<file path="src/rtl/rr_arb_pkg.sv">
// rr_arb_pkg -- shared types and helpers for the round-robin lock arbiter.
//   arb_state_e : FSM state encoding (IDLE, GRANT)
//   CNT_W       : width of the hold counter used by the optional timeout
//   MAX_N       : largest supported requester count
//   oh_to_idx   : one-hot to binary index conversion (up to MAX_N bits)
package rr_arb_pkg;

  typedef enum logic {
    IDLE  = 1'b0,
    GRANT = 1'b1
  } arb_state_e;

  localparam int CNT_W = 8;
  localparam int MAX_N = 32;

  // OR-reduction of the set-bit positions; exact for a one-hot or zero input.
  function automatic logic [4:0] oh_to_idx(input logic [MAX_N-1:0] oh);
    logic [4:0] idx;
    idx = '0;
    for (int i = 0; i < MAX_N; i++) begin
      if (oh[i]) idx = idx | 5'(i);
    end
    return idx;
  endfunction

endpackage

</file>
<file path="src/rtl/rr_arb_pick.sv">
// rr_arb_pick -- combinational round-robin winner search.
// Scans req starting at ptr+1 and wrapping modulo N; ptr itself is checked last.
// Ports:
//   req   [N-1:0]  request vector
//   ptr   [IW-1:0] index of the most recent winner
//   found          at least one request is set
//   idx   [IW-1:0] winner index (0 when nothing is found)
//   oh    [N-1:0]  one-hot winner (zero when nothing is found)
module rr_arb_pick
  import rr_arb_pkg::*;
#(
  parameter  int N  = 4,
  localparam int IW = $clog2(N)
) (
  input  logic [N-1:0]  req,
  input  logic [IW-1:0] ptr,
  output logic          found,
  output logic [IW-1:0] idx,
  output logic [N-1:0]  oh
);

  always_comb begin
    found = 1'b0;
    oh    = '0;
    for (int k = 1; k <= N; k++) begin
      int            pos;
      logic [IW-1:0] sel;
      // ptr < N and k <= N, so one subtraction is enough to wrap.
      pos = int'(ptr) + k;
      if (pos >= N) pos = pos - N;
      sel = IW'(pos);
      if (!found && req[sel]) begin
        found   = 1'b1;
        oh[sel] = 1'b1;
      end
    end
  end

  assign idx = IW'(oh_to_idx(MAX_N'(oh)));

endmodule

</file>
<file path="src/rtl/rr_lock_arbiter.sv">
// rr_lock_arbiter -- N-way round-robin arbiter with grant locking.
// Rotation follows the last winner; an owner keeps the grant until it drops
// its request or pulses arb_done, then re-arbitration happens in the same
// cycle so the next owner appears on the following edge.
// Optional build macro RR_ARB_TIMEOUT_EN adds an 8-bit hold counter that
// forces a handover after HOLD_MAX grant cycles when others are waiting.
// Ports:
//   arb_clk      clock, rising edge
//   arb_rst_n    asynchronous active-low reset
//   arb_req      [N-1:0]  request vector
//   arb_done     owner's last beat (ignored while idle)
//   arb_gnt_vld  a grant is active
//   arb_gnt_oh   [N-1:0]  one-hot grant, zero when idle
//   arb_gnt_id   [IW-1:0] owner index, holds last value when idle
//   pointer      [IW-1:0] most recent winner
//   arb_preempt  one-cycle pulse when a timeout forced the handover
module rr_lock_arbiter
  import rr_arb_pkg::*;
#(
  parameter  int N        = 4,
  parameter  int HOLD_MAX = 16,
  localparam int IW       = $clog2(N)
) (
  input  logic          arb_clk,
  input  logic          arb_rst_n,
  input  logic [N-1:0]  arb_req,
  input  logic          arb_done,
  output logic          arb_gnt_vld,
  output logic [N-1:0]  arb_gnt_oh,
  output logic [IW-1:0] arb_gnt_id,
  output logic [IW-1:0] pointer,
  output logic          arb_preempt
);

  arb_state_e    state;
  logic          win_found;
  logic [IW-1:0] win_idx;
  logic [N-1:0]  win_oh;
  logic          release_c;
  logic          forced;
  logic          take;

  rr_arb_pick #(.N(N)) u_pick (
    .req   (arb_req),
    .ptr   (pointer),
    .found (win_found),
    .idx   (win_idx),
    .oh    (win_oh)
  );

  assign release_c = (state == GRANT) && (arb_done || !arb_req[arb_gnt_id]);

`ifdef RR_ARB_TIMEOUT_EN
  localparam logic [CNT_W-1:0] HOLD_LIM = CNT_W'(HOLD_MAX - 1);

  logic [CNT_W-1:0] hold_cnt;
  logic             others;

  assign others = |(arb_req & ~arb_gnt_oh);
  // Owner stays lowest priority on a forced handover because pointer
  // already equals the owner, so the search reaches it last.
  assign forced = (state == GRANT) && !release_c && (hold_cnt == HOLD_LIM) && others;

  // Clears on every new grant, saturates at HOLD_LIM while unopposed.
  always_ff @(posedge arb_clk or negedge arb_rst_n) begin
    if (!arb_rst_n) begin
      hold_cnt <= '0;
    end else if (take) begin
      hold_cnt <= '0;
    end else if (state == GRANT && !release_c && hold_cnt != HOLD_LIM) begin
      hold_cnt <= hold_cnt + 1'b1;
    end
  end
`else
  assign forced = 1'b0;
`endif

  // A new grant is installed from IDLE or on any release/forced cycle.
  assign take = win_found && ((state == IDLE) || release_c || forced);

  always_ff @(posedge arb_clk or negedge arb_rst_n) begin
    if (!arb_rst_n) begin
      state       <= IDLE;
      arb_gnt_vld <= 1'b0;
      arb_gnt_oh  <= '0;
      arb_gnt_id  <= '0;
      pointer     <= IW'(N - 1);
      arb_preempt <= 1'b0;
    end else begin
      arb_preempt <= forced && take;
      if (take) begin
        state       <= GRANT;
        arb_gnt_vld <= 1'b1;
        arb_gnt_oh  <= win_oh;
        arb_gnt_id  <= win_idx;
        pointer     <= win_idx;
      end else if (release_c) begin
        state       <= IDLE;
        arb_gnt_vld <= 1'b0;
        arb_gnt_oh  <= '0;
      end
    end
  end

endmodule

</file>
<file path="config.mk">
export PLATFORM = sky130hd
export DESIGN_NAME = rr_lock_arbiter
export DESIGN_NICKNAME = d
export VERILOG_FILES = /design/src/rtl/rr_arb_pkg.sv /design/src/rtl/rr_arb_pick.sv /design/src/rtl/rr_lock_arbiter.sv
export SDC_FILE = /design/constraint.sdc
export NUM_CORES = 1
export LEC_CHECK = 0
export CELL_PAD_IN_SITES_DETAIL_PLACEMENT = 0
export CELL_PAD_IN_SITES_GLOBAL_PLACEMENT = 1
export CORE_MARGIN = 2
export CORE_UTILIZATION = 40
export CTS_CLUSTER_SIZE = 25
export DETAILED_ROUTE_END_ITERATION = 10
export PLACE_DENSITY = 0.74
export RECOVER_POWER = 100
export SLEW_MARGIN = 25
export SYNTH_ARGS = -nofsm -noshare
export SYNTH_HDL_FRONTEND = slang
export SYNTH_HIERARCHICAL = 1
export SYNTH_SLANG_ARGS = --single-unit
</file>
<file path="constraint.sdc">
create_clock -name arb_clk -period 3.16 [get_ports arb_clk]
set_clock_uncertainty 0.2 [all_clocks]
set_input_delay 0.474 -clock arb_clk [delete_from_list [all_inputs] [get_ports arb_clk]]
set_output_delay 0.474 -clock arb_clk [all_outputs]
set_load 0.01 [all_outputs]
</file>
### Word level (Yosys, flattened, before mapping)

Cells that the tools add are included.

* bits in registers: 9
* bits in latches: 0
* memory bits (writable): 0
* bits in read-only memories: 0
* input port bits: 7
* output and inout port bits: 10
* logic and storage cells: 82
* memories: 0

* add/subtract/negate cells: 8
* multiply operators: 0
* div/mod/pow operators: 0
* order comparisons: 13
* equal/unequal tests: 0
* shift-type cells: 0
* muxes and demuxes: 37
* bitwise gates (word level): 4
* reductions and logical operators: 16

Operator list (count)
* two-way mux 4 bit: 6
* two-way mux 1 bit: 16
* less-than comparator 2 x 3 -> 1 bit (second input constant): 5
* two-way mux 2 bit: 6
* bitwise OR 4 bit: 3
* binary-select mux 1 bit (select 2 bit): 5
* greater-or-equal comparator 3 bit (second input constant): 3
* logical AND 1 bit: 9
* demux 1 bit (select 2 bit): 4
* greater-or-equal comparator 2 x 1 -> 1 bit (second input constant): 4
* subtractor 2 x 1 -> 2 bit (second input constant): 4
* adder 2 x 2 -> 3 bit (second input constant): 2
* adder 2 x 3 -> 4 bit (second input constant): 1
* greater-or-equal comparator 4 x 3 -> 1 bit (second input constant): 1
* zero test 1 bit: 4
* adder 2 x 1 -> 3 bit (second input constant): 1
* logical OR 1 bit: 2
* nonzero test 2 bit: 1
* inverter 1 bit: 1

### Longest topological paths before layout

Gate-level depths: netlist of run 1.

* depth after elaboration: 18
* depth in mapped cells: 10
* depth with buffers taken out: 9

### Hierarchy

The synthesis of run 1 kept the hierarchy.

Modules (own cells, without submodules)
* rr_arb_pick: instances 1, cells each 69, area each 538.0 um^2, sequential area each 0.0 um^2
* rr_lock_arbiter: instances 1, cells each 42, area each 506.7 um^2, sequential area each 227.7 um^2

### Worst setup path after synthesis of run 1

OpenSTA, ideal clock, no wires.

* path kind: register to register
* start: register pointer[0]
* end: register arb_gnt_oh[3]
* library setup time: 0.126 ns
* arrival time: 2.513 ns
* slack: 0.321 ns
* stages on the path, launching flop included: 11
* buffers on the path: 1
* cell sequence: dfstp_2 -> clkbuf_2 -> inv_2 -> ha_1 -> mux2i_1 -> o22ai_1 -> a211oi_2 -> o2bb2ai_1 -> mux2i_1 -> nor2_1 -> a221o_1

* elaborated cells between the ends (all ways): 64
* classes of those cells: add/sub: 8; order compare: 12; mux: 29; bitwise: 3; reduce/logical: 12

RTL lines
* start, declared: line rr_lock_arbiter.sv:31 `output logic [IW-1:0] pointer,`
* start signal, assigned: line rr_lock_arbiter.sv:87 `pointer <= IW'(N - 1);`
* start signal, assigned: line rr_lock_arbiter.sv:96 `pointer <= win_idx;`
* parallel branches: the longest is 14 deep, another holds adder 2 x 1 -> 3 bit
* two-way mux 4 bit (*): line rr_arb_pick.sv:32 `if (!found && req[sel]) begin`
* via win_oh[3]: line rr_lock_arbiter.sv:38 `logic [N-1:0] win_oh;`
* two-way mux 4 bit (*): line rr_lock_arbiter.sv:91 `if (take) begin`
* end signal, assigned: line rr_lock_arbiter.sv:94 `arb_gnt_oh <= win_oh;`
* end, declared: line rr_lock_arbiter.sv:29 `output logic [N-1:0] arb_gnt_oh,`

Mark *: on every way through the listed nets, which the timed path passes. The select of a mux whose other input is x is not followed.
A chain may end at the register's enable or synchronous reset.

### Worst setup path after layout of run 1

* start: register pointer[1]
* end: register arb_gnt_id[1]

* longest elaborated chain between the ends: 17
* elaborated cells between the ends (all ways): 64
* classes of those cells: add/sub: 8; order compare: 12; mux: 30; bitwise: 3; reduce/logical: 11

RTL lines
* parallel branches: the longest is 14 deep, another holds adder 2 x 1 -> 3 bit
* two-way mux 4 bit (*): line rr_arb_pick.sv:32
* two-way mux 2 bit: line rr_arb_pkg.sv:21 `if (oh[i]) idx = idx | 5'(i);`
* two-way mux 2 bit (*): line rr_arb_pkg.sv:21
* via win_idx[1]: line rr_lock_arbiter.sv:37 `logic [IW-1:0] win_idx;`
* end signal, assigned: line rr_lock_arbiter.sv:95 `arb_gnt_id <= win_idx;`
* end, declared: line rr_lock_arbiter.sv:30 `output logic [IW-1:0] arb_gnt_id,`

Marks and branches as above.

==> results.sh, run 1 <==
export IMPL_number_of_endpoints_with_negative_hold_slack_in_the_final_report=0
export IMPL_run_status="complete, no violations"
export IMPL_clk_pin_slew_worst_paths_ns=0.07
export IMPL_arrival_ns=2.89
export IMPL_start_util_pct=42.17
export IMPL_finalSetupTns_ns=0
export IMPL_ir_worst_vdd_mv=0.6783
export IMPL_required_time_of_the_critical_path_ns=3.11
export IMPL_finish_net_count=144
export IMPL_via_per_inst=5.753
export IMPL_worstSetupPathType="flip-flop to flip-flop"
export IMPL_clock_sinks=9
export IMPL_grt_util_all_layers_pct=18.24
export IMPL_clock_tree_from_tritoncts="built"
export IMPL_hpwl_um=1870
export IMPL_maxClockFrequency_mhz=340.5
export IMPL_setup_viol_count_final=0
export IMPL_routed_via_count=909
export IMPL_worstMarginPinSlew_ns=0.5023
export IMPL_p_leak_nw=0.5432
export IMPL_grt_start_max_net_pins=18
export IMPL_postCtsSetupBuffers=0
export IMPL_slew_limit_headroom_pct=66.41
export IMPL_weighted_congestion_reported_at_the_end_of_routability_driven_placement=0.7975
export IMPL_clk_root_buffer_cell="clkbuf_4"
export IMPL_crit_path_max_fanout=4
export IMPL_wl_per_cell_um=15.84
export IMPL_ys_seq_elements=9
export IMPL_core_area_sq_mm=0.002477
export IMPL_wl_met3_um=91
export IMPL_fillerInstances=240
export IMPL_cp_start_kind="flip-flop"
export IMPL_ys_dominant_reg_cell="dfrtp_1"
export IMPL_die_width_um=55.11
export IMPL_min_delay_path_class="flip-flop to flip-flop"
export IMPL_drv_cap=0
export IMPL_final_max_slew_violation_count=0
export IMPL_post_synth_instance_area_sq_mm=0.001045
export IMPL_synth_fp_nets=126
export IMPL_wire_length_of_the_first_global_routing_pass_um=3967
export IMPL_antenna_left=0
export IMPL_drive_above_1_share_pct=16.41
export IMPL_ctsLongestPathBuffers=2
export IMPL_syn_mean_instance_area_sq_um=9.412
export IMPL_floorplan_die_area_sq_mm=0.003037
export IMPL_insertedDiodeCount=0
export IMPL_maxUsedRoutingLayer="met3"
export IMPL_boundaryPins=17
export IMPL_clock_tree_htree_level_count=1
export IMPL_detail_route_iter0_violations=34
export IMPL_drt_met1_wl_um=1279
export IMPL_post_route_fraction_of_the_period_consumed_by_the_critical_path_pct=92.93
export IMPL_post_synth_num_cell_types=44
export IMPL_multi_input_area_sq_um=762.0
export IMPL_final_min_clock_period_ns=2.937
export IMPL_area_growth_pct=18.80
export IMPL_die_height_um=55.11
export IMPL_std_cell_rows=18
export IMPL_clock_insertion_delay_worst_skew_ns=0.26
export IMPL_power_per_cell_area_mw_per_mm2=1085
export IMPL_sequential_share_of_the_synthesized_area_pct=21.80
export IMPL_cts_hold_buffers=0
export IMPL_cts_buffers=3
export IMPL_dpl_worst_slack_ns=0.2194
export IMPL_postCtsResizedCells=0
export IMPL_synthCells=111
export IMPL_post_synthesis_async_set_or_reset_flop_share_pct=100.0
export IMPL_end_kind="flip-flop"
export IMPL_antenna_found_initial=0
export IMPL_grt_overflow=0
export IMPL_seqCellArea_sq_um=227.7
export IMPL_grt_setup_unrepaired="false"
export IMPL_design_power_total_mw=1.347
export IMPL_totalWireLength_um=2502
export IMPL_edff_count_synth=0
export IMPL_first_global_vias=822
export IMPL_drt_drc_violations_left=0
export IMPL_postLayoutSetupSlackWorst_ns=0.2233
export IMPL_routed_length_on_met2_um=1131
export IMPL_first_pass_iters=4
export IMPL_numPortBuffers=15
export IMPL_synth_warnings=6
[layer usage]
| layer | vias up | track usage (%) |
|---|---|---|
| li1 | 449 | - |
| met1 | 440 | 27.45 |
| met2 | 20 | 27.38 |
| met3 | 0 | 3.495 |
| met4 | 0 | 2.439 |
| met5 | - | 0 |
[where the power goes]
group	leakage (nW)	switching, mW	internal, mW	total, mW
registers	0.102	0.0441	0.180	0.224
clock network	0.0150	0.0433	0.0488	0.0920
logic	0.426	0.531	0.500	1.03
[per-stage QoR]
stage	hold WS, ns	cells	cell area [sq um]	util [%]
CTS	0.3235	158	1246	50.30
floorplan	-0.02159	111	1045	-
detailed placement	0.3285	154	1220	49.24
finish	0.3397	158	1241	50.10
global placement	0.3252	154	1220	49.24
global route	0.3741	158	1241	50.10
[area by class of cell]
| type | count | share of cell area [%] |
|---|---|---|
| well taps | 30 | 3.024 |
| multi-input cells | 92 | 61.39 |
| clock buffers | 4 | 2.117 |
| inverters | 6 | 1.815 |
| flip-flops and latches | 9 | 18.35 |
| repair buffers | 17 | 13.31 |
[critical path: stages (launching register included)]
cell and delay, ns:
dfstp_1 0.55, inv_1 0.11, ha_1 0.37, mux2i_1 0.38, o22ai_1 0.17, a211oi_2 0.38, nand2b_1 0.18, o2111ai_1 0.18
mux2_4 0.30
[cells in the mapped netlist, types with 4 or more instances]
cell type  count  area [sq um]
o22ai_1        6         37.54
nor2_1         7         26.28
a211oi_2       4         50.05
ha_1           8         100.1
mux2i_1        9         90.09
mux2_4         4         60.06
a221o_1        4         40.04
nand2b_1       8         50.05
inv_1          5         18.77
nand2_1        8         30.03
dfrtp_1        7         175.2
[worst paths after layout]
path / startpoint / to / slack (ns) / depth (start not counted)
max: pointer[1] / arb_gnt_id[1] / 0.22 / 8
min: arb_gnt_oh[2] / arb_gnt_oh[2] / 0.34 / 1
max reg2reg: pointer[1] / arb_gnt_id[1] / 0.22 / 8
min reg2reg: arb_gnt_oh[2] / arb_gnt_oh[2] / 0.34 / 1
max in group asynchronous: arb_rst_n / pointer[0] / 2.03 / 1
min in group asynchronous: arb_rst_n / arb_gnt_id[1] / 0.39 / 1
[sequential cells by signal, summed over array words and instances (netlist names)]
signal and cells:
arb_gnt_oh 4, arb_gnt_vld 1, pointer 2, arb_gnt_id 2
[cells by family (layout without fill, tap and decap cells)]
logic type | after synthesis | after routing | share of synthesized area, %
muxes | 15 | 15 | 17.61
other | 1 | 1 | 0.3589
and+or+nand+nor | 36 | 36 | 18.81
AOI/OAI and AO/OA | 32 | 32 | 27.07
buffers and inverters | 10 | 27 | 4.790
adders and majority gates | 8 | 8 | 9.581
DFF | 9 | 9 | 21.80
[cells in the final DEF (no fill, tap or decap), types with 2 or more instances in the layout]
master           netlist  layout
dlygate4sd3_1          0      10
mux2i_1                9       9
nand2b_1               8       8
nand2_1                8       8
ha_1                   8       8
nor2_1                 7       7
dfrtp_1                7       7
o22ai_1                6       6
inv_1                  5       5
clkdlybuf4s50_1        0       5
mux2_4                 4       4
a221o_1                4       4
clkbuf_4               0       3
a211oi_2               4       3
nor2b_1                3       3
o2bb2ai_1              3       3
o21ai_0                2       2
buf_4                  1       2
a21o_1                 2       2
o2111ai_1              2       2
Power figures use the tool's default switching activity.
==> inputs of run 2 (changes only) <==
- MAX_ROUTING_LAYER: unset -> met4
==> results.sh, run 2 (synthesis gave the netlist of run 1 again) <==
export IMPL_routed_length_on_met2_um=1123
export IMPL_via_per_inst=5.772
export IMPL_holdCritStartpoint="arb_gnt_oh[2]"
export IMPL_std_cell_rows=18
export IMPL_number_of_endpoints_with_negative_hold_slack_in_the_final_report=0
export IMPL_ctsLongestPathBuffers=2
export IMPL_reg_largest_list="arb_gnt_oh: 4 flops, arb_gnt_id: 2 flops, pointer: 2 flops"
export IMPL_start_util_pct=42.17
export IMPL_clock_sinks=9
export IMPL_worstSetupPathType="flip-flop to flip-flop"
export IMPL_min_delay_worst_endpoint="arb_gnt_oh[2]"
export IMPL_cp_start_kind="flip-flop"
export IMPL_clock_insertion_delay_worst_skew_ns=0.26
export IMPL_grt_overflow=0
export IMPL_grt_start_max_net_pins=18
export IMPL_routed_via_count=912
export IMPL_cpPeakStageDelay_ns=0.55
export IMPL_final_max_slew_violation_count=0
export IMPL_final_core_utilization_pct=50.10
export IMPL_run_status="complete, no violations"
export IMPL_layout_cells_most_common_list="10 x dlygate4sd3_1, 9 x mux2i_1, 8 x nand2b_1, 8 x nand2_1, 8 x ha_1"
export IMPL_cts_buffers=3
export IMPL_critical_path_slowest_cell="dfstp_1"
export IMPL_antenna_found_initial=0
export IMPL_fillerInstances=240
export IMPL_boundaryPins=17
export IMPL_multi_input_area_sq_um=762.0
export IMPL_drive_above_1_share_pct=16.41
export IMPL_clk_pin_slew_worst_paths_ns=0.07
export IMPL_setup_viol_count_final=0
export IMPL_grt_util_all_layers_pct=18.74
export IMPL_crit_reg2reg_launch="pointer[1]"
export IMPL_drt_met1_wl_um=1287
export IMPL_insertedDiodeCount=0
export IMPL_detail_route_iter0_violations=34
export IMPL_worst_hold_path_num_cells=1
export IMPL_cts_hold_buffers=0
export IMPL_first_pass_iters=4
export IMPL_drv_cap=0
export IMPL_max_reg_flops=4
export IMPL_antenna_left=0
export IMPL_worstMarginPinSlew_ns=0.5023
export IMPL_die_height_um=55.11
export IMPL_wl_per_cell_um=15.79
export IMPL_maxClockFrequency_mhz=340.5
export IMPL_weighted_congestion_reported_at_the_end_of_routability_driven_placement=0.8089
export IMPL_clock_tree_from_tritoncts="built"
export IMPL_hpwl_um=1870
export IMPL_slew_limit_headroom_pct=66.41
export IMPL_ir_worst_vdd_mv=0.6770
export IMPL_final_min_clock_period_ns=2.937
export IMPL_wire_length_of_the_first_global_routing_pass_um=3967
export IMPL_drt_drc_violations_left=0
export IMPL_r2r_worst_path_cells=8
export IMPL_largest_register="arb_gnt_oh"
export IMPL_core_area_sq_mm=0.002477
export IMPL_min_delay_path_class="flip-flop to flip-flop"
export IMPL_required_time_of_the_critical_path_ns=3.11
export IMPL_worst_reg2reg_path_endpoint="arb_gnt_id[1]"
export IMPL_finish_net_count=144
export IMPL_ff2ff_setup_slack_ns=0.22
export IMPL_postCtsResizedCells=0
export IMPL_critical_path_startpoint="pointer[1]"
export IMPL_area_growth_pct=18.80
export IMPL_finalSetupTns_ns=0
export IMPL_totalWireLength_um=2495
export IMPL_clock_tree_htree_level_count=1
export IMPL_seqCellArea_sq_um=227.7
export IMPL_power_per_cell_area_mw_per_mm2=1085
export IMPL_crit_path_max_fanout=4
export IMPL_p_leak_nw=0.5432
export IMPL_post_route_fraction_of_the_period_consumed_by_the_critical_path_pct=92.93
export IMPL_postCtsSetupBuffers=0
export IMPL_critical_path_cell_list="inv_1 > ha_1 > mux2i_1 > o22ai_1 > a211oi_2 > nand2b_1 > o2111ai_1 > mux2_4"
export IMPL_arrival_ns=2.89
export IMPL_wl_met3_um=84
export IMPL_floorplan_die_area_sq_mm=0.003037
export IMPL_mostFrequentLayoutCell="dlygate4sd3_1"
export IMPL_grt_setup_unrepaired="false"
export IMPL_numPortBuffers=15
export IMPL_first_global_vias=824
export IMPL_clk_root_buffer_cell="clkbuf_4"
export IMPL_die_width_um=55.11
export IMPL_end_kind="flip-flop"
export IMPL_maxUsedRoutingLayer="met3"
==> run 2: cell counts in the layout (fill, tap and decap cells not counted) <==
No cell type changed its count.
==> run 2: through the flow <==
step | hold WS, ns | std cells | total power [mW] | area [sq um] | setup WS (ns)
after CTS | 0.3235 | 158 | 1.374 | 1246 | 0.3171
after detailed placement | 0.3285 | 154 | 1.276 | 1220 | 0.2194
after global routing | 0.3741 | 158 | 1.471 | 1241 | 0.09906
after floorplan | -0.02159 | 111 | 1.006 | 1045 | 0.3212
after global placement | 0.3252 | 154 | 1.279 | 1220 | 0.2129
final | 0.3397 | 158 | 1.346 | 1241 | 0.2234
==> run 2: worst max-delay path, delay by kind of cell, from the launching register on <==
kind,cells,cell delay (ns)
compound gates,3,0.73
simple gates,1,0.18
mux,2,0.68
buf+inv,1,0.11
flops,1,0.55
fa+ha+maj,1,0.37
==> run 2: cell type report <==
cell class	instances	share of cell area [%]
clock buffer	4	2.117
timing repair buffer	17	13.31
tap	30	3.024
inverter	6	1.815
multi-input combinational	92	61.39
sequential	9	18.35
==> run 2: metal layers <==
metal / GRT usage, % / up-vias
li1: - / 449
met1: 27.61 / 443
met2: 27.38 / 20
met3: 3.226 / 0
met4: 2.439 / 0
met5: - / -
==> run 2: where the power goes <==
part | internal [mW] | switching, mW | leakage, nW | total, mW
registers | 0.180 | 0.0438 | 0.102 | 0.224
clock network | 0.0488 | 0.0429 | 0.0150 | 0.0917
logic | 0.500 | 0.531 | 0.426 | 1.03
==> run 2: worst max-delay path by stage <==
stage	endpoint	cells after the start
after CTS	arb_gnt_id[1]	8
after detailed placement	arb_gnt_id[1]	6
final	arb_gnt_id[1]	8
after global placement	arb_gnt_id[1]	6
after floorplan	arb_gnt_oh[3]	10
after global routing	arb_gnt_oh[1]	9
